--- src/rtl/stream_mux_arb.sv ---
// N-input registered stream multiplexer with explicit-select and round-robin modes.
// An optional packet lock holds the grant on one channel until its last beat is accepted.
module stream_mux_arb #(
    parameter int  N        = 4,
    parameter int  WIDTH    = 8,
    parameter bit  PKT_LOCK = 1'b1,
    localparam int CW       = (N > 1) ? $clog2(N) : 1
) (
    input  logic               clk,
    input  logic               rst_n,
    input  logic               mode,
    input  logic [CW-1:0]      sel,
    input  logic [N-1:0]       in_valid,
    input  logic [N*WIDTH-1:0] in_data,
    input  logic [N-1:0]       in_last,
    output logic [N-1:0]       in_ready,
    output logic               out_valid,
    output logic [WIDTH-1:0]   out_data,
    output logic               out_last,
    output logic [CW-1:0]      out_ch,
    input  logic               out_ready,
    output logic               locked
);

    // Handshake: a beat moves on any edge where valid & ready are both high;
    // valid never waits for ready, and ready may depend on valid only through the grant.

    logic               out_valid_q, out_valid_d;
    logic [WIDTH-1:0]   out_data_q, out_data_d;
    logic               out_last_q, out_last_d;
    logic [CW-1:0]      out_ch_q, out_ch_d;
    logic               locked_q, locked_d;
    logic [CW-1:0]      lock_ch_q, lock_ch_d;
    logic [CW-1:0]      rr_ptr_q, rr_ptr_d;

    logic                 load;
    logic                 grant_vld;
    logic [CW-1:0]        grant_ch;
    logic [N-1:0]         grant;
    logic [(1<<CW)-1:0]   sel_ok;
    logic                 accept;
    logic                 acc_last;
    logic [WIDTH-1:0]     acc_data;
    int                   idx;

    assign load = ~out_valid_q | out_ready;

    // Grant selection: an active lock overrides both modes.
    always_comb begin
        sel_ok    = '0;
        grant_vld = 1'b0;
        grant_ch  = '0;
        idx       = 0;
        for (int i = 0; i < (1 << CW); i++) begin
            sel_ok[i] = (i < N);
        end
        if (locked_q) begin
            grant_vld = 1'b1;
            grant_ch  = lock_ch_q;
        end else if (!mode) begin
            if (sel_ok[sel]) begin
                grant_vld = 1'b1;
                grant_ch  = sel;
            end
        end else begin
            // Walk from farthest to nearest so the nearest requester after rr_ptr wins.
            for (int k = N; k >= 1; k--) begin
                idx = (int'(rr_ptr_q) + k) % N;
                if (in_valid[idx]) begin
                    grant_vld = 1'b1;
                    grant_ch  = CW'(idx);
                end
            end
        end
    end

    always_comb begin
        grant = '0;
        for (int i = 0; i < N; i++) begin
            grant[i] = grant_vld && (grant_ch == CW'(i));
        end
    end

    assign in_ready = load ? grant : '0;
    assign accept   = grant_vld & in_valid[grant_ch] & load;
    assign acc_last = in_last[grant_ch];
    assign acc_data = in_data[int'(grant_ch)*WIDTH +: WIDTH];

    always_comb begin
        out_valid_d = out_valid_q;
        out_data_d  = out_data_q;
        out_last_d  = out_last_q;
        out_ch_d    = out_ch_q;
        locked_d    = locked_q;
        lock_ch_d   = lock_ch_q;
        rr_ptr_d    = rr_ptr_q;
        if (accept) begin
            out_valid_d = 1'b1;
            out_data_d  = acc_data;
            out_last_d  = acc_last;
            out_ch_d    = grant_ch;
        end else if (out_ready) begin
            out_valid_d = 1'b0;
        end
        if (PKT_LOCK && accept) begin
            locked_d  = ~acc_last;
            lock_ch_d = grant_ch;
        end
        if (mode && accept && (!PKT_LOCK || acc_last)) begin
            rr_ptr_d = grant_ch;
        end
    end

    always_ff @(posedge clk or negedge rst_n) begin
        if (!rst_n) begin
            out_valid_q <= 1'b0;
            out_data_q  <= '0;
            out_last_q  <= 1'b0;
            out_ch_q    <= '0;
            locked_q    <= 1'b0;
            lock_ch_q   <= '0;
            rr_ptr_q    <= CW'(N - 1);
        end else begin
            out_valid_q <= out_valid_d;
            out_data_q  <= out_data_d;
            out_last_q  <= out_last_d;
            out_ch_q    <= out_ch_d;
            locked_q    <= locked_d;
            lock_ch_q   <= lock_ch_d;
            rr_ptr_q    <= rr_ptr_d;
        end
    end

    assign out_valid = out_valid_q;
    assign out_data  = out_data_q;
    assign out_last  = out_last_q;
    assign out_ch    = out_ch_q;
    assign locked    = locked_q;

endmodule

--- config.mk ---
export PLATFORM = sky130hd
export DESIGN_NAME = stream_mux_arb
export DESIGN_NICKNAME = d
export VERILOG_FILES = /design/src/rtl/stream_mux_arb.sv
export SDC_FILE = /design/constraint.sdc
export NUM_CORES = 1
export LEC_CHECK = 0
export CAP_MARGIN = 5
export CORE_UTILIZATION = 40
export DETAILED_ROUTE_END_ITERATION = 8
export HOLD_SLACK_MARGIN = 0.03
export PLACE_DENSITY = 0.8
export SYNTH_ARGS = -nofsm -noshare
export SYNTH_HDL_FRONTEND = slang
export SYNTH_SLANG_ARGS = --single-unit
--- constraint.sdc ---
create_clock -name clk -period 3.3 [get_ports clk]
set_input_delay 0.66 -clock clk [delete_from_list [all_inputs] [get_ports clk]]
set_output_delay 0.66 -clock clk [all_outputs]
set_load 0.01 [all_outputs]
==> flow_summary.toml, run 1 <==
[outcome]
status = "finished, violations left"
violations = "DRC"

[placement]
dp_hpwl_um = 2630
pre_cts_slack_ns = -0.3336
place_area_um2 = 1982
io_buffers = 62
finalWeightedCongestion = 0.8688

[critical_path]
crit_top_cell = "buf_4"
crit_path_top_delay_cell = "clkdlybuf4s50_1"
slowest_delay_ns = 0.54
critPathKind = "in2out"
cp.required_ns = 2.64
worst_ep_arrival_time_ns = 2.54
crit_fanout = 5
cp-start-kind = "input pin"
cp_cell_sequence = "clkdlybuf4s50_1 > and3b_2 > o211ai_1 > buf_4 > a32oi_4 > buf_4 > nor2_1 > dlygate4sd2_1"
worst-path-buf-inv = 4
path_delay_family = "buffers and inverters"
crit_path_end_kind = "primary output"

[detailed_routing]
viasPerCell = 5.491
drc = 2
dr.pass1.iters = 6
drt-initial-drc-count = 56
wl_per_cell_um = 14.90
vias = 1219
ant_nets = 0
routed_wl_um = 3307

[timing]
fin_ws_ns = 0.09669
slew_headroom_pct = 53.25
worstMarginPinSlew_ns = 0.6990
final.period_utilization_pct = 97.07
fmax_ghz = 0.3122
slew_viol_final = 0
finalSetupViolations = 0
rsz0062_at_grt = "false"
fin_crit_ns = 3.203
hold_viol_final = 0
finClkSkew_ns = 0.002609

[clock_network]
cts_tree = "done"
cts_sinks = 15
htreeDepth = 1
cts_hold_buf = 0
clock_latency_ns = 0.28
cts_buffers = 3
cts_setup_buffers = 0
cts.clk_slew.worst_paths_ns = 0.09
clk_path_buf_depth = 2
cts-root-buf = "clkbuf_4"

[logic_synthesis]
syn_inst = 114
synth_edf_count = 0
synth_nets = 160
syn-mean-instance-area_um2 = 10.84
ys_async_sr_fraction_pct = 100.0
yosysWarnings = 0
synth.distinct_cells = 30
ys_ff_latch = 15
synth_area_um2 = 1236
synthFlopType = "dfrtp_1"
yosysSeqAreaShare_pct = 30.57

[floorplanning]
fp.dieH_um = 57.59
start_util_pct = 43.33
dieArea_um2 = 3317
rows = 19
io_pins = 63
die_w_um = 57.59
core_area_um2 = 2853

[power]
power_per_cell_area_nw_per_um2 = 860.6
switching_share_pct = 39.49
switching_power_uw = 704.5
power_frac_seq_pct = 22.0
combPwrFrac_pct = 72.3
peakVddDrop_mv = 0.4817
internal_power_uw = 1080
pwr-share-clk_pct = 5.7
p_leak_uw = 0.0009705

[layout]
fin_area_um2 = 2073
final_cell_mix = "clkdlybuf4s50_1, mux2i_1, buf_4"
antennaDiodeCount = 0
nNetsFinal = 238
drive_gt1_share_pct = 28.27
layout_commonest_cell = "clkdlybuf4s50_1"
area_delta_synth_final_pct = 67.71

[job]
maxCapViolations = 0

[grt]
grt_pass1_wl_um = 5554
antenna_found_initial = 0
track_usage_pct = 22.11
overflow = 0
grt_pass1_vias = 1255
grt_max_degree = 21

[hold_path]
worst_hold_path_type = "reg2reg"
-- final timing paths --
check	from	to	slack, ns	depth (start not counted)
hold reg to reg	out_last	out_last	0.53	1
min in group asynchronous	rst_n	out_data[6]	0.78	1
setup reg to reg	rr_ptr_q[1]	rr_ptr_q[1]	0.54	8
max in group asynchronous	rst_n	out_valid	2.11	1
hold / removal	out_last	out_last	0.53	1
setup / recovery	in_valid[0]	in_ready[1]	0.1	8
-- layout make-up --
cell class	instances	area (µm²)
inverters	6	22.52
repair buffers	78	735.7
clock inverters	1	5.005
well taps	31	38.79
flip-flops and latches	15	377.9
fillers	209	779.5
multi-input cells	88	870.8
clock buffers	3	22.52
-- repair_timing --
action	CTS	global route
setup endpoints to repair	5	2
pin swaps	1	1
endpoints found under the hold margin	0	0
gates resized for setup	15	8
-- flip-flops by register name (all words and copies together) (netlist names) --
signal / count
out_data: 8
lock_ch_q: 2
locked: 1
rr_ptr_q: 2
out_valid: 1
out_last: 1
-- cells by family after synthesis --
| kind of cell | share of synthesized area, % |
|---|---|
| flip-flops | 30.57 |
| AO/OA/AOI/OAI | 13.16 |
| buffers and inverters | 4.757 |
| multiplexers | 40.08 |
| AND/OR/NAND/NOR | 11.44 |
-- metrics by stage --
| step | total power, µW | cells | hold slack (ns) | utilization [%] | setup TNS [ns] |
|---|---|---|---|---|---|
| 2_1_floorplan | 1186 | 114 | 0.3644 | - | 0 |
| 4_1_cts | 1787 | 222 | 0.5242 | 72.54 | 0 |
| 5_1_grt | 1897 | 222 | 0.5469 | 72.68 | 0 |
| 6_report | 1784 | 222 | 0.5270 | 72.68 | 0 |
| 3_5_place_dp | 1650 | 218 | 0.5025 | 69.47 | -3.896 |
| 3_3_place_gp | 1621 | 218 | 0.4881 | 69.47 | -2.796 |
-- power groups by stage --
stage	registers, µW	clock network (µW)	logic (µW)
detailed placement	379	0	1270
global placement	379	0	1240
finish	392	101	1290
CTS	389	105	1290
global route	405	110	1380
floorplan	401	0	785
-- cell usage after synthesis, types with 3 or more instances --
cell type | n | share of area (%)
a31oi_1 | 4 | 2.0
mux2i_1 | 27 | 22
o211ai_1 | 3 | 1.8
inv_1 | 6 | 1.8
mux2_4 | 9 | 11
nor2_1 | 12 | 3.6
o21ai_0 | 3 | 1.2
a21oi_1 | 3 | 1.2
mux2_2 | 4 | 3.6
nand2_1 | 5 | 1.5
dfrtp_1 | 13 | 26
-- per-layer routing --
layer  GRT usage, %  up-vias  share of wire [%]
li1               -      583                  -
met1          25.82      571                 42
met2          39.37       61                 50
met3          3.401        4                7.1
met4          10.45        0                1.5
met5              0        -                  0
(Power assumes the default switching activity.)
==> run 2: changes to the inputs <==
- CORE_UTILIZATION: 40 -> 41
- CTS_BUF_LIST: unset -> sky130_fd_sc_hd__clkbuf_8
- PLACE_DENSITY: 0.8 -> 0.82
==> flow_summary.toml, run 2 (synthesis gave the netlist of run 1 again) <==
[critical_path]
worst_ep_arrival_time_ns = 2.58
crit_path_top_delay_cell = "clkdlybuf4s50_1"
critPathKind = "in2out"
crit_fanout = 3
worst-path-buf-inv = 3
crit_path_end_kind = "primary output"
path_delay_family = "buffers and inverters"
slowest_delay_ns = 0.43
cp.required_ns = 2.64
cp_cell_sequence = "clkdlybuf4s50_1 > or2_4 > a31oi_4 > a31oi_4 > buf_4 > or3_4 > nor2_1 > clkdlybuf4s15_1"
crit_top_cell = "a31oi_4"
cp-start-kind = "input pin"

[job]
maxCapViolations = 0

[grt]
antenna_found_initial = 0
track_usage_pct = 22.98
grt_pass1_wl_um = 5575
grt_pass1_vias = 1257
grt_max_degree = 21
overflow = 0

[floorplanning]
start_util_pct = 44.07
dieArea_um2 = 3239
rows = 19
fp.dieH_um = 56.91
io_pins = 63
core_area_um2 = 2805
die_w_um = 56.91

[clock_network]
clk_path_buf_depth = 2
cts.clk_slew.worst_paths_ns = 0.07
htreeDepth = 1
cts_sinks = 15
cts_buffers = 3
clock_latency_ns = 0.26
cts-root-buf = "clkbuf_8"
cts_hold_buf = 0
cts_tree = "done"

[timing]
slew_viol_final = 0
worstMarginPinSlew_ns = 0.6641
fmax_ghz = 0.3087
finalSetupViolations = 0
final.period_utilization_pct = 98.15
slew_headroom_pct = 55.59
finClkSkew_ns = 0.006423
fin_hold_ws_ns = 0.5159
rsz0062_at_grt = "false"
fin_crit_ns = 3.239
hold_viol_final = 0

[layout]
postLayoutCoreUtil_pct = 73.91
layout_commonest_cell = "clkdlybuf4s50_1"
area_delta_synth_final_pct = 67.71
drive_gt1_share_pct = 27.23
final_cell_mix = "clkdlybuf4s50_1, mux2i_1, buf_4"
antennaDiodeCount = 0
largest_register_ffs = 8
stdcell_count = 222
nNetsFinal = 238

[detailed_routing]
drt-initial-drc-count = 17
routed_wl_um = 3427
vias = 1209
viasPerCell = 5.446
drc = 6
ant_nets = 0
wl_per_cell_um = 15.44
dr.pass1.iters = 8

[placement]
dp_cells = 216
finalWeightedCongestion = 0.9377
io_buffers = 62
dp_hpwl_um = 2670

[outcome]
violations = "DRC"
status = "finished, violations left"

[power]
p_leak_uw = 0.0009750
peakVddDrop_mv = 0.4362
finalPower_uw = 1852
power_per_cell_area_nw_per_um2 = 893.2

[hold_path]
worst_hold_path_type = "reg2reg"
run 2: cell types whose count changed in the layout (fill, tap and decap cells not counted), sizes merged:
cell | before | now
clkbuf | 5 | 4
clkdlybuf4s15 | 0 | 1
clkdlybuf4s50 | 55 | 56
dlygate4sd2 | 3 | 2
run 2: path summary, 6_finish.rpt:
check	from	endpoint	slack [ns]	cells past startpoint
worst min register to register	out_data[2]	out_data[2]	0.52	1
worst max-delay path	in_valid[1]	in_ready[3]	0.06	8
worst min-delay path	out_data[2]	out_data[2]	0.52	1
min in group asynchronous	rst_n	lock_ch_q[0]	0.81	1
max in group asynchronous	rst_n	out_valid	2.06	1
worst max register to register	rr_ptr_q[1]	out_data[1]	0.52	10
run 2: layer usage:
metal  part of all wire [%]  track usage (%)  wire length, µm
met4                    2.8            12.54               96
met1                     39            26.01             1342
met3                    9.2            8.295              314
met2                     49            37.65             1674
met5                      0                0                0
run 2: repair_timing:
action,4_1_cts,5_1_grt
hold endpoints to repair,0,0
buffers inserted,2,0
setup endpoints to repair,4,3
resized for setup,12,5
pin swaps,2,0
run 2: through the flow:
| step | TNS (ns) | setup WS [ns] | cell area [µm²] |
|---|---|---|---|
| after detailed placement | -1.829 | -0.2213 | 1967 |
| after global routing | 0 | 0.007165 | 2073 |
| after floorplan | 0 | 0.5438 | 1236 |
| final | 0 | 0.06093 | 2073 |
| after CTS | 0 | 0.002136 | 2066 |
| after global placement | -1.130 | -0.1644 | 1967 |
run 2: power by group:
part           leakage (µW)  switching [µW]  internal (µW)
registers          0.000172            97.4            294
clock network     0.0000255            69.3           83.8
logic              0.000778             552            755
total              0.000975             719           1130
run 2: layout make-up:
class / instances / area (µm²)
Fill cell: 199 / 732.0
Clock buffer: 3 / 41.29
Sequential cell: 15 / 377.9
Tap cell: 31 / 38.79
Inverter: 6 / 22.52
Clock inverter: 1 / 5.005
Timing Repair Buffer: 78 / 738.2
Multi-Input combinational cell: 88 / 849.6
